==> src/rtl/aoi_pkg.sv <==
// Shared definitions for the AOI22 request scheduler: FSM encoding,
// datapath operand width and the reference AOI22 function.
package aoi_pkg;

  localparam int AOI_W = 4;

  typedef enum logic [1:0] {
    IDLE = 2'd0,
    WAIT = 2'd1,
    RESP = 2'd2
  } state_t;

  // Expected AOI22 output for one 4-bit operand.
  function automatic logic aoi22_ref(input logic [AOI_W-1:0] d);
    return ~((d[0] & d[1]) | (d[2] & d[3]));
  endfunction

endpackage

==> src/rtl/aoi_req_sched_rr_arbiter.sv <==
// Combinational round-robin arbiter: searches from ptr+1 upward, wrapping,
// and grants the first pending requester.
module rr_arbiter #(
  parameter int NUM_REQ = 2,
  parameter int PTR_W   = $clog2(NUM_REQ)
) (
  input  logic [NUM_REQ-1:0] req,
  input  logic [PTR_W-1:0]   ptr,
  output logic [NUM_REQ-1:0] grant,
  output logic               any
);

  logic [PTR_W-1:0] idx;

  // Scan requesters in rotated priority order, keep the first hit.
  always_comb begin
    grant = '0;
    any   = 1'b0;
    idx   = '0;
    for (int off = 1; off <= NUM_REQ; off++) begin
      idx = PTR_W'((int'(ptr) + off) % NUM_REQ);
      if (!any && req[idx]) begin
        grant[idx] = 1'b1;
        any        = 1'b1;
      end
    end
  end

endmodule

==> src/rtl/aoi_req_sched.sv <==
// Shares one registered AOI22 datapath between NUM_REQ requesters.
// Accepts one request round-robin, waits LAT edges, returns the sampled
// result to the winner and flags any disagreement with the expected value.
module aoi_req_sched
  import aoi_pkg::*;
#(
  parameter int NUM_REQ = 2,
  parameter int LAT     = 1,
  parameter int CNT_W   = 8
) (
  input  logic                     clk,
  input  logic                     rst,
  input  logic [NUM_REQ-1:0]       req_valid,
  input  logic [AOI_W*NUM_REQ-1:0] req_data,
  output logic [NUM_REQ-1:0]       req_ready,
  output logic [NUM_REQ-1:0]       resp_valid,
  output logic                     resp_data,
  output logic [AOI_W-1:0]         dp_in,
  input  logic                     dp_out,
  output logic                     busy,
  output logic                     chk_err,
  output logic [CNT_W-1:0]         err_cnt
);

  localparam int PTR_W = $clog2(NUM_REQ);
  localparam int LAT_W = $clog2(LAT + 1);

  state_t             state, next_state;
  logic [PTR_W-1:0]   ptr;
  logic [PTR_W-1:0]   grant_idx;
  logic [PTR_W-1:0]   win_idx;
  logic [LAT_W-1:0]   cnt;
  logic               exp_bit;
  logic [NUM_REQ-1:0] grant;
  logic               any_req;
  logic               accept;
  logic               sample;
  logic [AOI_W-1:0]   win_data;

  rr_arbiter #(
    .NUM_REQ (NUM_REQ),
    .PTR_W   (PTR_W)
  ) u_arb (
    .req   (req_valid),
    .ptr   (ptr),
    .grant (grant),
    .any   (any_req)
  );

  // Convert the one-hot grant into an index and pick the winner's operand.
  always_comb begin
    win_idx = '0;
    for (int i = 0; i < NUM_REQ; i++) begin
      if (grant[i]) win_idx = PTR_W'(i);
    end
    win_data = req_data[AOI_W*win_idx +: AOI_W];
  end

  assign accept = (state == IDLE) && !rst && any_req;
  assign sample = (state == WAIT) && (cnt == LAT_W'(1));

  // State register.
  always_ff @(posedge clk) begin
    if (rst) state <= IDLE;
    else     state <= next_state;
  end

  // Next-state logic: IDLE -> WAIT on accept, WAIT -> RESP on last count, RESP -> IDLE.
  always_comb begin
    next_state = state;
    case (state)
      IDLE:    if (accept) next_state = WAIT;
      WAIT:    if (sample) next_state = RESP;
      RESP:    next_state = IDLE;
      default: next_state = IDLE;
    endcase
  end

  // FSM outputs: ready only to the arbiter's pick while idle and out of reset.
  always_comb begin
    busy      = (state != IDLE);
    req_ready = accept ? grant : '0;
  end

  // Transaction registers: operand launch, latency count, result capture and checker.
  always_ff @(posedge clk) begin
    if (rst) begin
      dp_in      <= '0;
      resp_valid <= '0;
      resp_data  <= 1'b0;
      chk_err    <= 1'b0;
      err_cnt    <= '0;
      ptr        <= PTR_W'(NUM_REQ - 1);
      cnt        <= '0;
      grant_idx  <= '0;
      exp_bit    <= 1'b0;
    end else begin
      resp_valid <= '0;
      if (accept) begin
        dp_in     <= win_data;
        ptr       <= win_idx;
        grant_idx <= win_idx;
        exp_bit   <= aoi22_ref(win_data);
        cnt       <= LAT_W'(LAT);
      end
      if (state == WAIT) cnt <= cnt - LAT_W'(1);
      if (sample) begin
        resp_data             <= dp_out;
        resp_valid[grant_idx] <= 1'b1;
        if (dp_out != exp_bit) begin
          chk_err <= 1'b1;
          if (err_cnt != {CNT_W{1'b1}}) err_cnt <= err_cnt + CNT_W'(1);
        end
      end
    end
  end

endmodule

==> config.mk <==
export PLATFORM = sky130hd
export DESIGN_NAME = aoi_req_sched
export DESIGN_NICKNAME = d
export VERILOG_FILES = /design/src/rtl/aoi_pkg.sv /design/src/rtl/aoi_req_sched_rr_arbiter.sv /design/src/rtl/aoi_req_sched.sv
export SDC_FILE = /design/constraint.sdc
export NUM_CORES = 1
export LEC_CHECK = 0
export ABC_AREA = 1
export BUFFER_PORTS_ARGS = -buffer_cell sky130_fd_sc_hd__buf_2
export CELL_PAD_IN_SITES_DETAIL_PLACEMENT = 1
export CELL_PAD_IN_SITES_GLOBAL_PLACEMENT = 1
export CORE_AREA = 4 4 73 75
export CTS_CLUSTER_SIZE = 8
export DETAILED_ROUTE_END_ITERATION = 7
export DIE_AREA = 0 0 77 79
export PLACE_DENSITY_LB_ADDON = 0.1
export SYNTH_ARGS = -nofsm -noshare
export SYNTH_HDL_FRONTEND = slang
export SYNTH_SLANG_ARGS = --single-unit
==> constraint.sdc <==
create_clock -name clk -period 1.2 [get_ports clk]
set_clock_uncertainty 0.15 [all_clocks]
set_input_delay 0.18 -clock clk [delete_from_list [all_inputs] [get_ports clk]]
set_output_delay 0.18 -clock clk [all_outputs]
set_load 0.1 [all_outputs]
# Word level (Yosys, flattened, before mapping)
# Cells that the tools add are included.
[totals]
regBits = 22
inputBits = 13
out_inout_bits = 19
wordCells = 69
[classes]
addsub = 4
n_lt_le_gt_ge = 6
eq_ne = 5
shift = 1
mux = 21
n_bitwise = 6
n_reduce_logical = 16
[op_table]
columns = ["operator", "n"]
rows = [
  ["1-bit two-way mux", 12],
  ["2-bit two-way mux", 5],
  ["8-bit by 1-bit adder with 8-bit output, second input constant", 1],
  ["8-bit != test, second input constant", 1],
  ["8-bit by 4-bit indexed part select with 4-bit output", 1],
  ["1-bit logical AND", 7],
  ["1-bit by 2-bit less-than comparator with 1-bit output, second input constant", 3],
  ["2-bit != test, second input constant", 2],
  ["2-bit one-hot mux with 2 select lines", 1],
  ["2-bit AND reduction", 2],
  ["2-bit nonzero test", 2],
  ["1-bit demux with 1-bit select", 3],
  ["1-bit >= comparator, second input constant", 3],
  ["3-bit AND reduction", 1],
  ["1-bit adder, second input constant", 2],
  ["1-bit bitwise AND", 2],
  ["2-bit by 1-bit == test with 1-bit output, second input constant", 1],
  ["1-bit logical NOT", 2],
  ["2-bit logical NOT", 1],
  ["1-bit inverter", 2],
  ["2-bit bitwise OR", 1],
  ["2-bit OR reduction", 1],
  ["1-bit != test", 1],
  ["1-bit bitwise OR", 1],
  ["1-bit subtractor, second input constant", 1],
]

# Longest topological paths before layout
# Gate-level depths: netlist of run 1.
[logic_depth]
word_depth = 13
depth_mapped = 8
mapped_depth_nobuf = 8

# Cells and area by module
# A second synthesis of run 1 with hierarchy kept.
[hier_totals]
hier_cells = 158
area_unflattened_um2 = 1142.3
[modules_own_cells]
columns = ["mod", "instances", "cells_per_inst", "area_each_um2", "seq_area_each_um2"]
rows = [
  ["aoi_req_sched", 1, 152, 1116.1, 440.4],
  ["rr_arbiter", 1, 6, 26.3, 0.0],
]

# Worst setup path before layout of run 1
# Ideal clock, no wire load.
[synth_timing]
path_type = "reg2reg"
start = "register err_cnt[1]"
end = "register err_cnt[3]"
setup_time_ns = 0.067
arrival_ns = 1.941
path_slack_ns = -0.958
stages_incl_launch_ff = 8
path_buffers = 0
synth_period_minus_slack_ns = 2.158
cell_sequence = "dfxtp_1 > ha_1 > nand3_2 > clkinv_1 > nand2_2 > nand2_4 > nand2_1 > a21oi_2"
[synth_via]
elab_chain_len = 2
[synth_lines]
columns = ["item", "line", "source"]
rows = [
  ["from (decl)", "aoi_req_sched.sv:22", "output logic [CNT_W-1:0] err_cnt"],
  ["from (signal assigned)", "aoi_req_sched.sv:112", "if (err_cnt != {CNT_W{1'b1}}) err_cnt <= err_cnt + CNT_W'(1);"],
  ["parallel branches: the longest is 2 deep, another holds 8-bit by 1-bit adder with 8-bit output", "n/a", ""],
]
# Several ways; the timed one is not identified.
# A chain may end at the register's enable or synchronous reset.

# Worst setup path in the final report of run 1
[layout_timing]
start = "register state[1]"
end = "output req_ready[0]"
[layout_via]
elab_chain_len = 4
[layout_lines]
columns = ["item", "line", "source"]
rows = [
  ["from (decl)", "aoi_req_sched.sv:28", "state_t state, next_state;"],
  ["from (signal assigned)", "aoi_req_sched.sv:65", "else state <= next_state;"],
  ["2-bit logical NOT", "aoi_req_sched.sv:59", "assign accept = (state == IDLE) && !rst && any_req;"],
  ["1-bit logical AND (2 in series)", "aoi_req_sched.sv:59", ""],
  ["2-bit two-way mux", "aoi_req_sched.sv:82", "req_ready = accept ? grant : '0;"],
  ["to (decl)", "aoi_req_sched.sv:15", "output logic [NUM_REQ-1:0] req_ready,"],
]
# Every way passes these cells.

==> results of run 1 <==
[repair_timing]
action	in CTS	in global routing
buffers inserted	11	4
resized for setup	30	6
pin swaps	12	2
setup endpoints to repair	27	32
[worst min-delay path, stage by stage]
cell,delay [ps]
buf_2,110
inv_1,80
o21ai_0,80
[cell usage in the layout, fill, tap and decap left out, types with 4 or more instances in the layout]
cell | synthesis | final
a21oi_2 | 3 | 4
buf_12 | 0 | 20
buf_2 | 0 | 12
buf_4 | 1 | 25
buf_6 | 0 | 12
dfxtp_2 | 0 | 10
dfxtp_4 | 0 | 9
inv_1 | 15 | 11
nand2_1 | 59 | 52
nand2_2 | 3 | 8
nand3_1 | 7 | 6
nor2_1 | 20 | 16
nor2_4 | 2 | 6
[worst paths after layout]
kind	from	end	cells past startpoint	slack [ps]
worst max-delay path	state[1]	req_ready[0]	6	-420
worst min-delay path	dp_out	resp_data	3	80
worst min register to register	grant_idx	resp_valid[0]	1	270
worst max register to register	state[1]	err_cnt[0]	6	-120
[routing by layer]
layer  part of all wire [%]  vias to the layer above  wire, um  global-route usage, %
met5                      0                        -         0                      0
met4                   0.90                        0        31                  3.203
met3                    4.9                        4       168                  3.061
met2                     53                       26      1819                  22.39
met1                     42                      553      1436                  13.69
li1                       -                      625         -                      -
[area by class of cell]
type                            instances  area, um2
Timing Repair Buffer                   69      783.3
Multi-Input combinational cell        115      691.9
Sequential cell                        22      486.7
Fill cell                             555       2494
Inverter                               19      92.59
Clock buffer                            4      45.04
Tap cell                               54      67.56
[power groups by stage]
stage,clock [W],sequential [W],combinational (W)
floorplan,0,0.00107,0.000320
global placement,0,0.000862,0.000893
detailed placement,0,0.000866,0.000903
CTS,0.000514,0.000852,0.000997
global route,0.000549,0.000859,0.00108
finish,0.000483,0.000850,0.00102
[sequential cells by signal (all words and copies together) (netlist names), 2 cells and up]
name	count
err_cnt	8
resp_valid	2
dp_in	4
state	2
[metrics by stage]
stage,std cells,utilization [%],hold WS (ps),worst slack (ps),power [W]
final,283,46.50,81.18,-419.8,0.002348
after global routing,283,46.50,100.3,-511.4,0.002485
after CTS,280,45.75,81.85,-431.6,0.002363
after detailed placement,266,40.67,258.7,-175.5,0.001769
after global placement,266,40.67,244.5,-136.1,0.001755
after floorplan,157,-,188.0,-402.6,0.001391
[Yosys cell counts, drive strengths merged (2+ instances only)]
cell and number:
nand3 10, nand2 63, dfxtp 22, inv 17
xnor2 2, a21oi 5, o21ai 5, nor2 25
clkinv 2
[logic make-up after synthesis]
| group | count (synthesis) | synth area share, % |
|---|---|---|
| fa+ha+maj | 1 | 1.137 |
| flops | 22 | 40.05 |
| simple gates | 99 | 41.87 |
| xor+xnor | 3 | 2.390 |
| buf+inv | 20 | 7.280 |
| compound gates | 12 | 7.282 |
==> flow_summary.toml, run 1 <==
[run_status]
status = "finished, violations left"
violations = "negative setup slack"

[floorplan]
num_io_pins = 32
die_h_um = 79
core_area_um2 = 4661
die_area_um2 = 6083
fp.dieW_um = 77
rows = 25
start_util_pct = 23.60

[logic_synthesis]
synth_cell_types = 27
ys_seq_elements = 22
netlist.area_leader.share_pct = 40.05
synth_edf_count = 0
yosys.area.top_type = "dfxtp_1"
synth_area_um2 = 1100
synthFlopType = "dfxtp_1"
synth_nets = 171
yosys-top-cells-area = "dfxtp_1 40%, nand2_1 20%, nor2_1 6.8%"
seq_area_frac_synth_pct = 40.05
synthCells = 157
postSynthAreaPerCell_um2 = 7.005
synthArstFlopShare_pct = 0
yosys_warnings = 0

[routing]
ant_nets = 0
drt-wirelength-per-cell_um = 12.21
wl_mm = 3.456
initialDrtViolationCount = 24
firstDrtPassIters = 4
viasPerCell = 4.269
via_count = 1208
drc = 0

[pwr]
seq_power_share_pct = 36.2
comb_power_share_pct = 43.2
clockPowerShare_pct = 20.6
p_int_w = 0.001442
switchingPower_w = 0.0009056
switching_share_pct = 38.57
powerDensity_nw_per_um2 = 1083
ir_drop_mv = 0.6946
leakage_nw = 0.9432

[worst_setup_path]
crit_buf_inv = 2
crit_top_cell = "nor2_4"
arrival_ps = 1290
crit_path_max_incr_delay_ps = 340
critPathTopFamily = "simple AND/OR/NAND/NOR gates"
slowest_stage = "dfxtp_2"
crit_type = "flop to output port"
cp_cell_sequence = "nor2_4 -> o21ai_2 -> nor2_4 -> inv_2 -> nor2_4 -> buf_12"
crit_required_ps = 870
cp-start-kind = "flop"
crit_path_end_kind = "output port"
crit_fanout = 3

[global_routing]
grt_max_degree = 13
antenna_found_initial = 0
grt_pass1_vias = 1280
grt_overflow = 0
grt_usage_pct = 12.05
grt_pass1_wl_mm = 5.982

[placement]
hpwl_mm = 2.672
portBuffers = 31
gp_congestion = 0.7586
placed_cell_area_um2 = 1896

[cts]
cts_buffers = 3
clock-sinks = 22
cts_root_buf = "clkbuf_8"
cts_tree = "built"
h-tree-depth = 1
clockBufferDepth = 2
clkLatencyLatePin_ps = 260
cts.clk_slew.worst_paths_ps = 80
cts_hold_buf = 0

[finish]
final_area_um2 = 2167
diodes = 0
drive_gt1_share_pct = 57.21
syn2layout_area_growth_pct = 97.04
nets = 244

[timing]
tns_ps = -2519
worst_slack_ps = -419.8
tightest_slew_ps = 214.7
grt_setup_unrepaired = "true"
setup_viol = 27
slew_violations = 0
hold_viol = 0
relSlewSlack_pct = 85.57
period_needed_ps = 1620
min_period_over_period_pct = 135.0
fmax_ghz = 0.6174

[flow_run]
cap_violations = 0

[hold_path]
hold_path.class = "input pin to flop"
(Power assumes the default switching activity.)
==> run 2, diff against run 1 <==
- CAP_MARGIN: not set -> 10
- CORE_AREA: 4 4 73 75 -> 4 4 65 67
- DIE_AREA: 0 0 77 79 -> 0 0 69 71
==> run 2 against run 1 <==
  * Critical path type unchanged
  * The flow still finishes with violations (negative setup slack)
  * Utilization rose by 14 points
  * Power is 1.4% higher
  * Critical path depth is the same
==> flow_summary.toml, run 2 (synthesis results as in run 1) <==
[global_routing]
grt_pass1_wl_mm = 6.893
grt_overflow = 0
grt_usage_pct = 17.46
grt_pass1_vias = 1451
antenna_found_initial = 0
grt_max_degree = 13

[run_status]
status = "finished, violations left"
violations = "negative setup slack"

[finish]
largest_register_ffs = 8
nets = 246
diodes = 0
syn2layout_area_growth_pct = 98.98
reg_top3 = "err_cnt (8), dp_in (4)"
stdcell_count = 279
regMostFlops = "err_cnt"
layout_commonest_cell = "nand2_1"
drive_gt1_share_pct = 61.47
final_cell_mix = "50 x nand2_1, 28 x buf_4, 19 x buf_12, 13 x nor2_1"

[worst_setup_path]
r2r_cells = 7
crit_path_max_incr_delay_ps = 370
crit_path_end_kind = "output port"
cp_cell_sequence = "nor2_4 -> o21ai_2 -> nor2_4 -> inv_2 -> nor2_4 -> buf_12"
slowest_stage = "dfxtp_4"
reg2reg_to = "err_cnt[7]"
crit_type = "flop to output port"
crit_fanout = 3
rrSetupSlack_ps = -140
crit_required_ps = 870
crit_top_cell = "nor2_4"
cp-start-kind = "flop"
arrival_ps = 1320
r2r-start = "state[0]"

[cts]
clockBufferDepth = 2
h-tree-depth = 1
cts_buffers = 3
clock-sinks = 22
cts_root_buf = "clkbuf_8"
cts_tree = "built"
cts.clk_slew.worst_paths_ps = 90
clkLatencyLatePin_ps = 270

[routing]
ant_nets = 0
viasPerCell = 4.462
wl_mm = 4.047
via_count = 1245
initialDrtViolationCount = 17
firstDrtPassIters = 4
drt-wirelength-per-cell_um = 14.51
drc = 0

[floorplan]
start_util_pct = 30.27
core_area_um2 = 3633
rows = 22
die_h_um = 71
fp.dieW_um = 69
die_area_um2 = 4899
num_io_pins = 32

[timing]
fmax_ghz = 0.6046
slew_violations = 0
tns_ps = -2975
min_period_over_period_pct = 137.8
grt_setup_unrepaired = "true"
relSlewSlack_pct = 82.52
tightest_slew_ps = 260.0
period_needed_ps = 1654
worst_slack_ps = -454.0
setup_viol = 29
hold_viol = 0

[pwr]
ir_drop_mv = 0.5699
powerDensity_nw_per_um2 = 1088
leakage_nw = 0.9601

[hold_path]
hold_path.class = "input pin to flop"
hold_path_end = "dp_in[1]"
hold_path_depth = 5
min-delay-start = "req_data[1]"

[placement]
portBuffers = 31
gp_congestion = 0.8072
dpl.cell_count = 263
hpwl_mm = 2.978

[flow_run]
cap_violations = 0
==> run 2: cell types whose count changed in the layout (fill, tap and decap cells not counted), sizes merged <==
cell / delta
buf: +2
==> run 2: routing by layer <==
metal	global-route usage (%)	wire (um)	vias up
li1	-	-	632
met1	19.83	1635	587
met2	33.05	2267	22
met3	2.983	112	4
met4	5.423	33	0
met5	0	0	-
==> run 2: report_power, final <==
group	internal [W]	switching, W	leakage [nW]
clock network	0.000237	0.000258	0.0228
logic	0.000408	0.000622	0.747
registers	0.000787	0.0000682	0.191
==> run 2: final cells by class <==
type,instances,area (um2)
multi-input cells,115,723.2
flip-flops and latches,22,486.7
fillers,435,1445
inverters,19,87.58
well taps,48,60.06
repair buffers,71,785.8
clock buffers,4,45.04
==> run 2: worst max path at each step <==
| stage | endpoint | start | slack (ps) |
|---|---|---|---|
| 3_5_place_dp | req_ready[1] | state[1] | -210 |
| 4_1_cts | req_ready[0] | state[1] | -460 |
| 5_1_grt | req_ready[0] | state[1] | -540 |
| 6_report | req_ready[0] | state[0] | -450 |
| 2_1_floorplan | ptr | state[0] | -400 |
| 3_3_place_gp | req_ready[0] | state[1] | -150 |
==> run 2: what timing repair did <==
| action | 4_1_cts | 5_1_grt |
|---|---|---|
| endpoints found under the setup margin | 30 | 32 |
| pin swaps | 7 | 9 |
| resized for setup | 31 | 14 |
| hold buffers | 0 | 0 |
| setup buffers | 10 | 3 |
==> run 2: critical path, delay by kind of cell, from the launching register on <==
| kind | cells | cell delay, ps |
|---|---|---|
| DFF | 1 | 370 |
| buffers and inverters | 2 | 250 |
| and+or+nand+nor | 3 | 340 |
| AOI/OAI and AO/OA | 1 | 90 |
==> run 2: metrics by stage <==
stage	hold WS, ps	setup WS (ps)	power [W]	util, %	instance area, um2
4_1_cts	74.07	-458.3	0.002361	58.47	2125
5_1_grt	92.96	-544.6	0.002499	60.23	2188
6_report	81.91	-454.0	0.002381	60.23	2188
3_3_place_gp	245.3	-148.6	0.001762	52.58	1911
3_5_place_dp	246.5	-213.3	0.001798	52.58	1911
2_1_floorplan	188.0	-402.6	0.001391	-	1207
==> run 3, diff against run 2 <==
- SYNTH_HIERARCHICAL: not set -> 1
==> run 3 against run 2 <==
  * The run still ends with negative setup slack left
  * Hold slack got worse by 37 ps
  * Routed wire length increased by 14%
  * Flip-flop and latch count unchanged
  * Synthesized cell count increased by 0.64%
  * Final area increased by 3.5%
  * Maximum frequency decreased by 0.39%
  * Combinational power increased by 8%
  * Final cell count decreased by 0.36%
  * Register-to-register slack got worse by 170 ps
  * Count of clock-buffer cells in the layout unchanged
  * First-iteration DRC count increased by 130%
  * Largest cell class unchanged
==> flow_summary.toml, run 3 <==
[run_status]
status = "finished, violations left"
violations = "negative setup slack"

[timing]
grt_setup_unrepaired = "true"
hold_viol = 0
period_needed_ps = 1661
tightest_slew_ps = 197.2
worst_slack_ps = -460.6
setup_viol = 29
min_period_over_period_pct = 138.4
slew_violations = 0
tns_ps = -4012
fmax_ghz = 0.6022
relSlewSlack_pct = 86.72

[pwr]
powerDensity_nw_per_um2 = 1099
leakage_nw = 1.026
ir_drop_mv = 0.5508

[routing]
ant_nets = 0
firstDrtPassIters = 4
initialDrtViolationCount = 39
drt-wirelength-per-cell_um = 16.59
viasPerCell = 4.871
via_count = 1354
drc = 0
wl_mm = 4.612

[worst_setup_path]
rrSetupSlack_ps = -310
cp_cell_sequence = "buf_4 -> nand2_1 -> nand2_1 -> inv_1 -> nor2_4 -> buf_12"
cp-start-kind = "flop"
crit_type = "flop to output port"
crit_path_end_kind = "output port"
slowest_stage = "dfxtp_2"
r2r-start = "state[1]"
r2r_cells = 7
crit_required_ps = 870
reg2reg_to = "err_cnt[2]"
arrival_ps = 1330
crit_path_max_incr_delay_ps = 360
crit_top_cell = "nand2_1"
crit_fanout = 2

[floorplan]
core_area_um2 = 3633
die_area_um2 = 4899
start_util_pct = 31.44
fp.dieW_um = 69
rows = 22
die_h_um = 71
num_io_pins = 32

[logic_synthesis]
yosys_warnings = 6
synthFlopType = "dfxtp_1"
netlist.area_leader.share_pct = 38.55
yosys.area.top_type = "dfxtp_1"
synth_cell_types = 24
synth_common_cells = "46 x nand2_1, 22 x dfxtp_1, 22 x inv_1"
synth_nets = 172
yosys-top-cells-area = "dfxtp_1 39%, nand2_1 15%, inv_1 7.2%"
yosysMostFrequentCell = "nand2_1"
synthCells = 158
synthArstFlopShare_pct = 0
synth_area_um2 = 1142
ys_seq_elements = 22
synth_edf_count = 0
postSynthAreaPerCell_um2 = 7.230
seq_area_frac_synth_pct = 38.55

[finish]
stdcell_count = 278
drive_gt1_share_pct = 62.61
syn2layout_area_growth_pct = 98.25
final_area_um2 = 2265
final_cell_mix = "36 x nand2_1, 26 x buf_4, 21 x buf_12, 17 x inv_1"
regMostFlops = "err_cnt"
n_fill_cell = 432
regArea_um2 = 484.2
largest_register_ffs = 8
multiInputGateArea_um2 = 723.2
layout_commonest_cell = "nand2_1"
final_util_pct = 62.33
diodes = 0
reg_top3 = "err_cnt (8), dp_in (4)"
nets = 245

[cts]
h-tree-depth = 1
clock-sinks = 22
cts_root_buf = "clkbuf_8"
clockBufferDepth = 2
cts.clk_slew.worst_paths_ps = 80
cts_buffers = 3
cts_tree = "built"
clkLatencyLatePin_ps = 260

[global_routing]
grt_pass1_wl_mm = 7.141
grt_usage_pct = 18.00
globalRouteMet3Util_pct = 2.273
top_usage_layer = "met2"
grt_max_degree = 13
grt_use_met1_pct = 20.02
grt_pass1_vias = 1480
grt_overflow = 0
antenna_found_initial = 0
use_met2_pct = 35.38

[placement]
placed_cell_area_um2 = 1924
dp_slack_ps = -321.0
gp_congestion = 0.7422
portBuffers = 31
dpl.cell_count = 262
hpwl_mm = 2.831

[hold_path]
hold_path.class = "input pin to flop"
min-delay-start = "dp_out"
hold_path_depth = 3
hold_path_end = "resp_data"

[flow_run]
cap_violations = 0
[run 3: cell types whose count changed after synthesis, moves of 3 or more]
cell,previous run,this run
nand3_1,7,11
inv_1,15,22
o21ai_0,2,8
nand2_1,59,46
nand3_2,2,5
a21oi_1,2,5
nor2_1,20,13
[run 3: metal layers]
| metal | vias up | share of wire [%] |
|---|---|---|
| li1 | 641 | - |
| met1 | 663 | 37 |
| met2 | 42 | 57 |
| met3 | 8 | 3.1 |
| met4 | 0 | 2.2 |
| met5 | - | 0 |
[run 3: area by class of cell]
| class | count | share of cell area, % |
|---|---|---|
| timing repair buffer | 72 | 37.24 |
| multi-input combinational | 108 | 31.93 |
| sequential | 22 | 21.38 |
| inverter | 24 | 4.365 |
| tap | 48 | 2.652 |
| clock buffer | 4 | 2.431 |
[run 3: report_power, final]
group,internal [W],switching [W],total (W)
clock,0.000292,0.000247,0.000539
combinational,0.000461,0.000649,0.00111
sequential,0.000782,0.0000581,0.000840
total,0.00153,0.000954,0.00249
[run 3: what timing repair did]
item,4_1_cts,5_1_grt
hold endpoints to repair,0,0
hold buffers,0,0
gates resized for setup,28,18
pin swaps,4,5
setup buffers,9,3
endpoints found under the setup margin,27,32
gates cloned,1,0
[run 3: how the worst max path moves through the flow]
stage,depth (start not counted),slack (ps),to,start
after global placement,7,-220,req_ready[1],req_valid[1]
after floorplan,5,-360,req_ready[0],state[1]
after CTS,6,-380,req_ready[0],state[1]
after global routing,6,-490,req_ready[0],ptr
after detailed placement,7,-320,req_ready[1],req_valid[1]
final,6,-460,req_ready[0],ptr
[run 3: logic make-up after synthesis]
family          Yosys count  share of synthesized area, %
compound gates           19                         10.08
xor+xnor                  1                        0.7668
fa+ha+maj                 1                         1.095
buf+inv                  28                         10.40
flops                    22                         38.55
simple gates             87                         39.10
[run 3: per-stage QoR]
stage	hold slack, ps	power [W]
floorplan	171.1	0.001365
global placement	245.6	0.001725
detailed placement	247.5	0.001744
CTS	37.38	0.002426
global route	38.77	0.002592
finish	44.87	0.002489
[run 3: worst max-delay path: cells and delay by family, from the launching register on]
family / cells / cell delay [ps]
buf+inv: 3 / 410
simple gates: 3 / 300
flops: 1 / 360
